[config.mk]
export PLATFORM = sky130hd
export DESIGN_NAME = pipearch_op_sequencer
export DESIGN_NICKNAME = d
export VERILOG_FILES = /design/src/rtl/pipearch_pkg.sv /design/src/rtl/pipearch_seq_watchdog.sv /design/src/rtl/pipearch_op_sequencer.sv
export SDC_FILE = /design/constraint.sdc
export NUM_CORES = 1
export LEC_CHECK = 0
export ABC_AREA = 0
export CAP_MARGIN = 20
export CORE_MARGIN = 1.5
export CORE_UTILIZATION = 49
export DETAILED_ROUTE_END_ITERATION = 12
export PLACE_DENSITY = 0.85
export REMOVE_ABC_BUFFERS = 1
export SLEW_MARGIN = 20
export SYNTH_ARGS = -nofsm -noshare
export SYNTH_HDL_FRONTEND = slang
export SYNTH_SLANG_ARGS = --single-unit
[constraint.sdc]
create_clock -name clk -period 4.95 [get_ports clk]
set_clock_uncertainty 0.05 [all_clocks]
set_input_delay 0.99 -clock clk [delete_from_list [all_inputs] [get_ports clk]]
set_output_delay 0.99 -clock clk [all_outputs]
set_load 0.05 [all_outputs]
[src/rtl/pipearch_pkg.sv]
// -----------------------------------------------------------------------------
// pipearch_pkg
//
// Shared definitions for the PipeArch operation sequencer:
//   OPCODE_W   - width of the instruction opcode field
//   REG_W      - width of one instruction register word
//   REPEAT_W   - width of the repeat count / iteration counter
//   t_seqstate - sequencer FSM state encoding
//   t_opcode   - operation unit opcodes (opcode k selects unit k)
//   norm_repeat() - maps a repeat count of 0 to 1
// -----------------------------------------------------------------------------
package pipearch_pkg;

    localparam int OPCODE_W = 4;
    localparam int REG_W    = 32;
    localparam int REPEAT_W = 16;

    typedef enum logic [1:0] {
        ST_IDLE  = 2'd0,
        ST_START = 2'd1,
        ST_WAIT  = 2'd2
    } t_seqstate;

    typedef enum logic [OPCODE_W-1:0] {
        OP_COPY    = 4'd0,
        OP_COMPUTE = 4'd1,
        OP_SCATTER = 4'd2,
        OP_GATHER  = 4'd3
    } t_opcode;

    // A repeat count of zero still runs the operation once.
    function automatic logic [REPEAT_W-1:0] norm_repeat(input logic [REPEAT_W-1:0] r);
        return (r == '0) ? REPEAT_W'(1) : r;
    endfunction

endpackage

[src/rtl/pipearch_seq_watchdog.sv]
// -----------------------------------------------------------------------------
// pipearch_seq_watchdog
//
// WAIT-state watchdog for the operation sequencer. Only built when
// PIPEARCH_SEQ_TIMEOUT_EN is defined; otherwise this file is empty.
//
// Parameters:
//   TIMEOUT_CYCLES - number of consecutive run cycles that trigger a timeout
// Ports:
//   clk     in  clock
//   reset   in  synchronous active-high reset
//   clear   in  restart the count (sequencer in START)
//   run     in  count this cycle (sequencer in WAIT)
//   timeout out high during the TIMEOUT_CYCLES-th consecutive run cycle
// -----------------------------------------------------------------------------
`ifdef PIPEARCH_SEQ_TIMEOUT_EN
module pipearch_seq_watchdog #(
    parameter int TIMEOUT_CYCLES = 65535
) (
    input  logic clk,
    input  logic reset,
    input  logic clear,
    input  logic run,
    output logic timeout
);

    // Counter holds the number of run cycles already completed, so it only
    // needs to reach TIMEOUT_CYCLES-1.
    localparam int CNT_W = (TIMEOUT_CYCLES > 1) ? $clog2(TIMEOUT_CYCLES) : 1;
    localparam logic [CNT_W-1:0] LAST = CNT_W'(TIMEOUT_CYCLES - 1);

    logic [CNT_W-1:0] cnt;

    always_ff @(posedge clk) begin
        if (reset || clear) begin
            cnt <= '0;
        end else if (run && (cnt != LAST)) begin
            cnt <= cnt + CNT_W'(1);
        end
    end

    // Fires in the cycle that completes TIMEOUT_CYCLES run cycles.
    assign timeout = run && (cnt == LAST);

endmodule
`endif

[src/rtl/pipearch_op_sequencer.sv]
// -----------------------------------------------------------------------------
// pipearch_op_sequencer
//
// Instruction sequencer for the PipeArch operation units. Accepts an
// instruction over valid/ready, decodes the opcode to one of NUM_UNITS units,
// broadcasts the register words, pulses that unit's op_start and waits for its
// op_done, repeating the operation instr_repeat times (0 treated as 1).
//
// Optional feature macro: PIPEARCH_SEQ_TIMEOUT_EN
//   When defined, a watchdog abandons an instruction whose unit does not
//   complete within TIMEOUT_CYCLES WAIT cycles and sets error.
//
// Parameters:
//   NUM_UNITS      - number of operation units (1..16)
//   NUM_REGS       - 32-bit register words per instruction
//   TIMEOUT_CYCLES - watchdog limit (only used with the macro)
// Ports:
//   clk           in   clock
//   reset         in   synchronous active-high reset
//   instr_valid   in   instruction available
//   instr_ready   out  sequencer accepts instruction (high in IDLE)
//   instr_opcode  in   target unit index
//   instr_regs    in   NUM_REGS x 32 register words
//   instr_repeat  in   execution count, 0 treated as 1
//   op_start      out  one-hot single-cycle start pulse
//   op_regs       out  latched register words shared by all units
//   op_done       in   per-unit single-cycle completion pulse
//   busy          out  high when not IDLE
//   num_completed out  completed unit executions, wraps mod 2^32
//   error         out  sticky error (invalid opcode or watchdog timeout)
// -----------------------------------------------------------------------------
module pipearch_op_sequencer
    import pipearch_pkg::*;
#(
    parameter int NUM_UNITS      = 4,
    parameter int NUM_REGS       = 2,
    parameter int TIMEOUT_CYCLES = 65535
) (
    input  logic                      clk,
    input  logic                      reset,
    input  logic                      instr_valid,
    output logic                      instr_ready,
    input  logic [OPCODE_W-1:0]       instr_opcode,
    input  logic [NUM_REGS*REG_W-1:0] instr_regs,
    input  logic [REPEAT_W-1:0]       instr_repeat,
    output logic [NUM_UNITS-1:0]      op_start,
    output logic [NUM_REGS*REG_W-1:0] op_regs,
    input  logic [NUM_UNITS-1:0]      op_done,
    output logic                      busy,
    output logic [31:0]               num_completed,
    output logic                      error
);

    // Elaboration-time parameter sanity check.
    if (NUM_UNITS < 1 || NUM_UNITS > (1 << OPCODE_W) || NUM_REGS < 1 || TIMEOUT_CYCLES < 1) begin : g_bad_cfg
        $error("pipearch_op_sequencer: illegal parameter combination");
    end

    localparam logic [OPCODE_W:0] NUM_UNITS_V = (OPCODE_W + 1)'(NUM_UNITS);

    t_seqstate             state;
    logic [OPCODE_W-1:0]   opcode_q;
    logic [REPEAT_W-1:0]   repeat_q;
    logic [REPEAT_W-1:0]   iter_q;

    logic                  opcode_invalid;
    logic                  done_sel;
    logic                  last_iter;
    logic                  wd_timeout;

    assign opcode_invalid = ({1'b0, instr_opcode} >= NUM_UNITS_V);
    assign last_iter      = (iter_q == (repeat_q - REPEAT_W'(1)));

    // Start pulse and done selection are decoded from registered state and
    // opcode only, so op_start is glitch-free and at most one-hot.
    always_comb begin
        op_start = '0;
        done_sel = 1'b0;
        for (int unsigned u = 0; u < NUM_UNITS; u++) begin
            if (opcode_q == OPCODE_W'(u)) begin
                op_start[u] = (state == ST_START);
                done_sel    = op_done[u];
            end
        end
    end

`ifdef PIPEARCH_SEQ_TIMEOUT_EN
    pipearch_seq_watchdog #(
        .TIMEOUT_CYCLES (TIMEOUT_CYCLES)
    ) u_watchdog (
        .clk     (clk),
        .reset   (reset),
        .clear   (state == ST_START),
        .run     (state == ST_WAIT),
        .timeout (wd_timeout)
    );
`else
    assign wd_timeout = 1'b0;
`endif

    always_ff @(posedge clk) begin
        if (reset) begin
            state         <= ST_IDLE;
            instr_ready   <= 1'b1;
            busy          <= 1'b0;
            opcode_q      <= '0;
            repeat_q      <= REPEAT_W'(1);
            iter_q        <= '0;
            op_regs       <= '0;
            num_completed <= '0;
            error         <= 1'b0;
        end else begin
            case (state)
                ST_IDLE: begin
                    if (instr_valid && instr_ready) begin
                        if (opcode_invalid) begin
                            // Consume and flag; nothing is latched or started.
                            error <= 1'b1;
                        end else begin
                            opcode_q    <= instr_opcode;
                            op_regs     <= instr_regs;
                            repeat_q    <= norm_repeat(instr_repeat);
                            // Clearing here is the single "first entry" into
                            // START for this instruction; repeats keep counting.
                            iter_q      <= '0;
                            state       <= ST_START;
                            instr_ready <= 1'b0;
                            busy        <= 1'b1;
                        end
                    end
                end

                ST_START: begin
                    state <= ST_WAIT;
                end

                ST_WAIT: begin
                    // A done in the timeout cycle takes priority.
                    if (done_sel) begin
                        num_completed <= num_completed + 32'd1;
                        iter_q        <= iter_q + REPEAT_W'(1);
                        if (last_iter) begin
                            state       <= ST_IDLE;
                            instr_ready <= 1'b1;
                            busy        <= 1'b0;
                        end else begin
                            state <= ST_START;
                        end
                    end else if (wd_timeout) begin
                        error       <= 1'b1;
                        state       <= ST_IDLE;
                        instr_ready <= 1'b1;
                        busy        <= 1'b0;
                    end
                end

                default: begin
                    state       <= ST_IDLE;
                    instr_ready <= 1'b1;
                    busy        <= 1'b0;
                end
            endcase
        end
    end

endmodule

# Yosys cells after proc, flatten, opt, wreduce, memory -nomap -nowiden
# Index checks and enable logic that the tools add are counted.
# totals
reg_bits	137
input_bits	91
out_inout_bits	103
# op_classes
n_addsub	3
n_lt_le_gt_ge	1
eq_ne	10
n_mux	28
n_bitwise	2
reduce_logical	11
# ops
operator	n
$mux W16	4
$add A32 B1 Y32 const B	1
$pmux W16 S2	1
$mux W1	17
$add A16 B1 Y16 const B	1
$eq A16 B16 Y1	1
$logic_not A16 Y1	1
$sub A16 B1 Y16 const B	1
$reduce_and A3 Y1	3
$eq A4 B2 Y1 const B	2
$ne A2 B2 Y1 const B	4
$mux W2	3
$pmux W1 S3	2
$pmux W2 S3	1
$reduce_and A5 Y1	1
$eq A4 B1 Y1 const B	1
$ge A4 B3 Y1 const B	1
$logic_not A4 Y1	1
$reduce_and A4 Y1	1
$eq A2 B1 Y1 const B	1
$eq A2 B2 Y1 const B	1
$logic_not A2 Y1	1
$not A1 Y1	2
$reduce_and A2 Y1	1
2 further kinds	2

# Logic depth before layout (Yosys ltp)
# Gate-level depths: netlist of run 1.
# logic_depth
ltp_word	7
mapped_depth	9
depth_no_buf	9

# Least setup slack after synthesis of run 1
# No wires, ideal clock.
# synth_path
path_kind	flip-flop to output port
from	reg state[0]
to	out op_start[0]
t_arrival_ns	1.847
setup_slack_ns	2.063
path_stages_with_launch	4
cell_sequence	dfxtp_1 > nor2b_1 > and2_1 > nor3b_1
# synth_between
elab_chain_cells	2
# synth_lines
element	line	text
start: declaration	pipearch_op_sequencer.sv:61	t_seqstate state;
start signal: assignment	pipearch_op_sequencer.sv:103	state <= ST_IDLE;
start signal: assignment	pipearch_op_sequencer.sv:126	state <= ST_START;
start signal: assignment	pipearch_op_sequencer.sv:134	state <= ST_WAIT;
$eq A2 B1 Y1	pipearch_op_sequencer.sv:81	op_start[u] = (state == ST_START);
$mux W1	pipearch_op_sequencer.sv:80	if (opcode_q == OPCODE_W'(u)) begin
end: declaration	pipearch_op_sequencer.sv:46	output logic [NUM_UNITS-1:0] op_start,
# Every way passes these cells.

# Final worst setup path of run 1
# layout_path
from	reg opcode_q[3]
to	out op_start[0]
# layout_between
elab_chain_cells	2
# layout_lines
element	line	text
start: declaration	pipearch_op_sequencer.sv:62	logic [OPCODE_W-1:0] opcode_q;
start signal: assignment	pipearch_op_sequencer.sv:120	opcode_q <= instr_opcode;
$logic_not A4 Y1	pipearch_op_sequencer.sv:80	
$mux W1	pipearch_op_sequencer.sv:80	
# Every way passes these cells.

==> impl_metrics.py, run 1 <==
metrics = {
    "clock_tree": {
        "holdBufCountCts": 0,
        "htree_levels": 4,
        "cts_tree": "done",
        "numCtsBuffers": 17,
        "clkTransAtPathRegs_ns": 0.05,
        "post_cts_resized": 0,
        "cts_max_path_buffers": 2,
        "cts_setup_buffers": 0,
        "clock_latency_ns": 0.41,
        "cts.root.buffer_cell": "clkbuf_16",
        "cts_sinks": 137,
    },
    "yosys": {
        "synth-compound-area-share_pct": 11.2,
        "yosys_register_bits": 137,
        "ys_warn_count": 0,
        "postSynthAreaPerCell_um2": 8.30,
        "synth-main-ff-cell": "dfxtp_1",
        "synth_cells": 687,
        "synth_adder_area_share_pct": 0.658,
        "synthMuxAreaShare_pct": 1.29,
        "synth_xor_area_share_pct": 9.67,
        "synthTopCellsByArea": "dfxtp_1, nand2_1, a21oi_1, xor2_1, xnor2_1",
        "synth_top_family_by_area": "simple AND/OR/NAND/NOR gates",
        "synth_area_um2": 5710,
        "synth_async_sr_flop_share_pct": 0,
        "ys_types": 45,
        "synth-simple-area-share_pct": 25.8,
        "synth_top_area_share_pct": 48.1,
        "synth-seq-area-share_pct": 48.1,
        "yosys.area.top_type": "dfxtp_1",
        "synth_edf_count": 0,
    },
    "die": {
        "core_area_um2": 11400,
        "die_w_um": 111,
        "pin_count": 194,
        "dieArea_um2": 12300,
        "start_util_pct": 50.2,
        "rows": 39,
        "dieHeight_um": 111,
    },
    "global_route": {
        "antenna_found_initial": 0,
        "grt_pass1_vias": 5532,
        "grt_overflow": 0,
        "grt_max_degree": 71,
        "grt_pass1_wl_um": 25900,
        "grt_usage_pct": 25.8,
    },
    "placement": {
        "dp.cells": 993,
        "gp_congestion": 0.816,
        "dpl.hpwl_um": 11300,
        "io_buffer_count": 193,
    },
    "finish": {
        "syn2layout_area_growth_pct": 45.6,
        "final_nets": 963,
        "n_antenna_cell": 0,
        "layoutNonFillerInstCount": 1025,
        "drive_gt1_share_pct": 5.33,
    },
    "drt": {
        "drc_errors": 0,
        "routed_via_density": 5.30,
        "drt.antenna.violating_nets": 0,
        "wirelength_um": 15900,
        "wire_per_inst_um": 15.5,
        "num_vias": 5437,
        "drtIter0Drc": 233,
        "firstDrtPassIters": 4,
    },
    "status": {
        "status": "finished clean",
    },
    "pwr": {
        "p_clk_share_pct": 46.9,
        "power.leakage_nw": 2.95,
        "seqPwrFrac_pct": 41.7,
        "power_density_nw_per_um2": 332,
        "vdd_drop_max_mv": 0.306,
        "p_int_mw": 2.11,
        "sw_frac_of_total_pct": 23.4,
        "p_switching_uw": 645,
        "p_comb_share_pct": 11.3,
    },
    "timing": {
        "rsz0062_at_grt": "no",
        "worst_pin_slew_ns": 0.918,
        "period_needed_ns": 3.34,
        "setup_tns_ns": 0,
        "period_share_pct": 67.4,
        "whs_ns": 0.403,
        "slew_viol_final": 0,
        "max_clock_freq_mhz": 300,
        "setup_viol": 0,
        "maxSlewHeadroom_pct": 38.6,
        "hold_viol_final": 0,
    },
    "worst_setup_path": {
        "crit_type": "reg2out",
        "crit_required_ns": 3.91,
        "arrival_ns": 2.30,
        "setup.worst_path.end_class": "output pin",
        "cp_max_fo": 4,
        "crit_path_start_kind": "register",
    },
    "run": {
        "max-cap-violations": 0,
    },
    "min_path": {
        "min-delay-path-class": "reg2reg",
    },
}
[placed cells by master (no fill, tap or decap), drive strengths merged, types with 2 or more instances in the layout]
cell / n
nand3: 22
nand2: 167
nor2b: 2
o22ai: 2
nor4: 9
a21oi: 80
o21ai: 11
a22o: 12
mux2i: 4
nand2b: 4
bufinv: 3
nand4: 13
o21a: 3
clkbuf: 26
and3: 10
and4: 4
ha: 3
xnor2: 31
nor3: 7
dfxtp: 137
and2: 7
nor2: 63
xor2: 32
clkdlybuf4s50: 192
inv: 10
nor3b: 4
or3: 5
buf: 5
clkinv: 2
[kinds of logic (layout without fill, tap and decap cells)]
logic type / after synthesis / in the layout
AO/OA/AOI/OAI: 113 / 113
XOR/XNOR: 63 / 63
adder cells (fa/ha/maj): 3 / 3
buffers and inverters: 44 / 239
flip-flops: 137 / 137
multiplexers: 6 / 6
AND/OR/NAND/NOR: 321 / 321
[per-stage QoR]
step / total power, mW / setup slack [ns] / instance area, um2 / util [%]
3_3_place_gp: 1.48 / 1.44 / 7700 / 67.7
5_1_grt: 2.85 / 1.53 / 8310 / 73.1
3_5_place_dp: 1.49 / 1.36 / 7700 / 67.7
4_1_cts: 2.78 / 1.60 / 8310 / 73.1
2_1_floorplan: 1.33 / 1.04 / 5560 / -
6_report: 2.76 / 1.61 / 8310 / 73.1
[state kept, by name, indices dropped and copies added, names as in the netlist]
name and cells:
error 1, busy 1, num_completed 32, op_regs 64, opcode_q 4, state 2
iter_q 16, repeat_q 16, instr_ready 1
[final cells by class]
type,count,area [um2]
multi-input combinational,506,2780
timing repair buffer,197,1960
fill,817,3060
tap,143,179
clock buffer,26,499
clock inverter,6,111
inverter,10,37.5
sequential,137,2740
[cell usage after synthesis (3+ instances only)]
library cell,instances
o21a_1,3
xor2_1,32
buf_2,5
nor4_1,5
nor3_1,7
xnor2_1,31
or3_1,5
nor3b_1,4
ha_1,3
mux2i_1,4
nand2_1,165
nand2b_1,4
and2_1,7
o21ai_0,10
and3_1,10
clkbuf_1,26
a21oi_1,80
and4_1,4
nand3_1,22
nor2_1,61
nand4_1,13
dfxtp_1,137
inv_1,10
a22o_1,11
[power groups by stage]
stage / Clock (mW) / Combinational [mW] / Sequential [mW]
after detailed placement: 0 / 0.310 / 1.17
final: 1.29 / 0.313 / 1.15
after global placement: 0 / 0.305 / 1.17
after CTS: 1.31 / 0.313 / 1.15
after floorplan: 0 / 0.0856 / 1.24
after global routing: 1.36 / 0.332 / 1.15
[worst max-delay path, stage by stage, from the launching register on]
cell	delay, ns
dfxtp_1	0.32
nor2_1	0.28
and2_1	0.25
nor3b_1	0.20
clkdlybuf4s50_1	0.84
[metal layers]
layer | up-vias | global-route usage [%] | wire length [um] | share of wire, %
li1 | 2667 | - | - | -
met1 | 2563 | 27.0 | 6020 | 38
met2 | 176 | 46.8 | 8400 | 53
met3 | 31 | 8.58 | 1100 | 6.9
met4 | 0 | 11.5 | 385 | 2.4
met5 | - | 0 | 0 | 0
[worst paths after layout]
path / startpoint / end / slack, ns / cells past startpoint
max: opcode_q[3] / op_start[0] / 1.61 / 4
min: op_regs[17] / op_regs[17] / 0.40 / 2
max reg2reg: repeat_q[0] / busy / 2.13 / 9
min reg2reg: op_regs[17] / op_regs[17] / 0.40 / 2
Power figures use the tool's default switching activity.
==> inputs of run 2 (changes only) <==
- CORE_UTILIZATION: 49 -> 46
- PLACE_DENSITY: 0.85 -> 0.81
- clock period: 4.95 -> 3.2 ns (I/O delays scaled with it)
==> run 2 against run 1 <==
Compared with the run above:
- routed wire length is 1.9% lower
- worst setup slack worse by 1.4 ns
- cell area grew 0.29%
- largest cell class unchanged
- critical path depth unchanged
- final cell count is 2.7% higher
- die area rose by 6.3%
- sequential power up 55%
- combinational power up 55%
- critical endpoint unchanged
- worst hold slack better by 0.0017 ns
- total power rose by 51%
==> impl_metrics.py, run 2 (synthesis results as in run 1) <==
metrics = {
    "status": {
        "status": "finished clean",
    },
    "worst_setup_path": {
        "r2r_slack_ns": 0.74,
        "setup.worst_path.end_class": "output pin",
        "cp_slowest_cell": "clkdlybuf4s50_1",
        "arrival_ns": 2.27,
        "critical_path_buf_inv_count": 1,
        "crit_type": "reg2out",
        "cp_cell_sequence": "nor2b_1, and2_1, nor3b_1, clkdlybuf4s50_1",
        "cp_top_family": "buffers and inverters",
        "crit_required_ns": 2.51,
        "cpPeakStageDelay_ns": 0.85,
        "crit_path_start_kind": "register",
        "cp_max_fo": 5,
    },
    "clock_tree": {
        "numCtsBuffers": 17,
        "clkTransAtPathRegs_ns": 0.05,
        "htree_levels": 4,
        "cts_sinks": 137,
        "cts.root.buffer_cell": "clkbuf_16",
        "holdBufCountCts": 0,
        "clock_latency_ns": 0.42,
        "cts_max_path_buffers": 2,
        "cts_tree": "done",
        "cts_setup_buffers": 0,
        "post_cts_resized": 0,
    },
    "global_route": {
        "grt_max_degree": 69,
        "grt_usage_pct": 24.5,
        "grt_pass1_wl_um": 25300,
        "grt_overflow": 0,
        "antenna_found_initial": 0,
        "grt_pass1_vias": 5387,
    },
    "finish": {
        "drive_gt1_share_pct": 5.88,
        "final_util_pct": 69.1,
        "layoutNonFillerInstCount": 1053,
        "largest_reg_flops": 64,
        "final_common_cell": "clkdlybuf4s50_1",
        "final_nets": 967,
        "syn2layout_area_growth_pct": 46.1,
        "top_regs": "op_regs x64, num_completed x32",
        "top_register": "op_regs",
        "layout_common_cells": "clkdlybuf4s50_1, nand2_1, dfxtp_1, a21oi_1, nor2_1",
        "n_antenna_cell": 0,
    },
    "pwr": {
        "p_clk_share_pct": 45.4,
        "power_density_nw_per_um2": 499,
        "p_comb_share_pct": 11.7,
        "seqPwrFrac_pct": 42.9,
        "p_int_mw": 3.16,
        "p_switching_uw": 995,
        "vdd_drop_max_mv": 0.336,
        "power.leakage_nw": 2.95,
        "sw_frac_of_total_pct": 23.9,
    },
    "die": {
        "dieHeight_um": 114,
        "dieArea_um2": 13100,
        "rows": 40,
        "pin_count": 194,
        "start_util_pct": 47.3,
        "core_area_um2": 12100,
        "die_w_um": 114,
    },
    "timing": {
        "period_share_pct": 92.5,
        "setup_viol": 0,
        "slew_viol_final": 0,
        "rsz0062_at_grt": "no",
        "max_clock_freq_mhz": 338,
        "maxSlewHeadroom_pct": 52.3,
        "worst_pin_slew_ns": 0.716,
        "period_needed_ns": 2.96,
        "hold_viol_final": 0,
        "setup_tns_ns": 0,
    },
    "placement": {
        "gp_congestion": 0.835,
        "dp.cells": 1022,
        "dpl.hpwl_um": 11100,
        "io_buffer_count": 193,
    },
    "drt": {
        "drc_errors": 0,
        "drt.antenna.violating_nets": 0,
        "routed_via_density": 5.12,
        "firstDrtPassIters": 5,
        "wire_per_inst_um": 14.8,
        "num_vias": 5395,
        "drtIter0Drc": 299,
        "wirelength_um": 15600,
    },
    "run": {
        "max-cap-violations": 0,
    },
    "min_path": {
        "min-delay-path-class": "reg2reg",
    },
}
-- run 2: final cells by class --
cell class / count / area, um2
inverter: 10 / 37.5
timing repair buffer: 201 / 1990
multi-input combinational: 506 / 2780
fill: 925 / 3730
sequential: 137 / 2740
tap: 168 / 210
clock buffer: 23 / 478
clock inverter: 8 / 95.1
-- run 2: path summary, 6_finish.rpt --
kind	to	cells past startpoint	from
setup / recovery	op_start[0]	4	state[0]
hold / removal	error	2	error
setup reg to reg	busy	10	repeat_q[0]
hold reg to reg	error	2	error
-- run 2: metrics by stage --
stage                     total power [mW]  setup slack, ns  instance area [um2]  hold WS (ns)
after floorplan                       2.05           -0.364                 5560         0.381
after global placement                2.29            0.521                 7760         0.390
after detailed placement              2.30            0.408                 7760         0.397
after CTS                             4.18            0.219                 8330         0.406
after global routing                  4.30           0.0691                 8330         0.421
final                                 4.16            0.239                 8330         0.405
-- run 2: per-layer routing --
metal | GRT usage [%] | share of wire, % | up-vias
met5 | 0 | 0 | -
met4 | 13.6 | 3.7 | 0
met3 | 8.79 | 7.4 | 46
met2 | 41.0 | 50 | 184
met1 | 27.2 | 39 | 2498
li1 | - | - | 2667
-- run 2: power groups by stage --
stage / Sequential (mW) / Clock (mW) / Combinational, mW
5_1_grt: 1.79 / 2.00 / 0.517
3_5_place_dp: 1.82 / 0 / 0.484
2_1_floorplan: 1.92 / 0 / 0.132
6_report: 1.78 / 1.89 / 0.486
4_1_cts: 1.78 / 1.92 / 0.488
3_3_place_gp: 1.81 / 0 / 0.476
-- run 2: worst min-delay path, cell delays in order (launching register included) --
cell	delay, ns
dfxtp_1	0.31
inv_1	0.05
a21oi_1	0.05
==> inputs of run 3 (changes only) <==
- SLEW_MARGIN: 20 -> not set
==> results of run 3 <==
The final DEF is identical to that of run 2; final timing and power are the same.
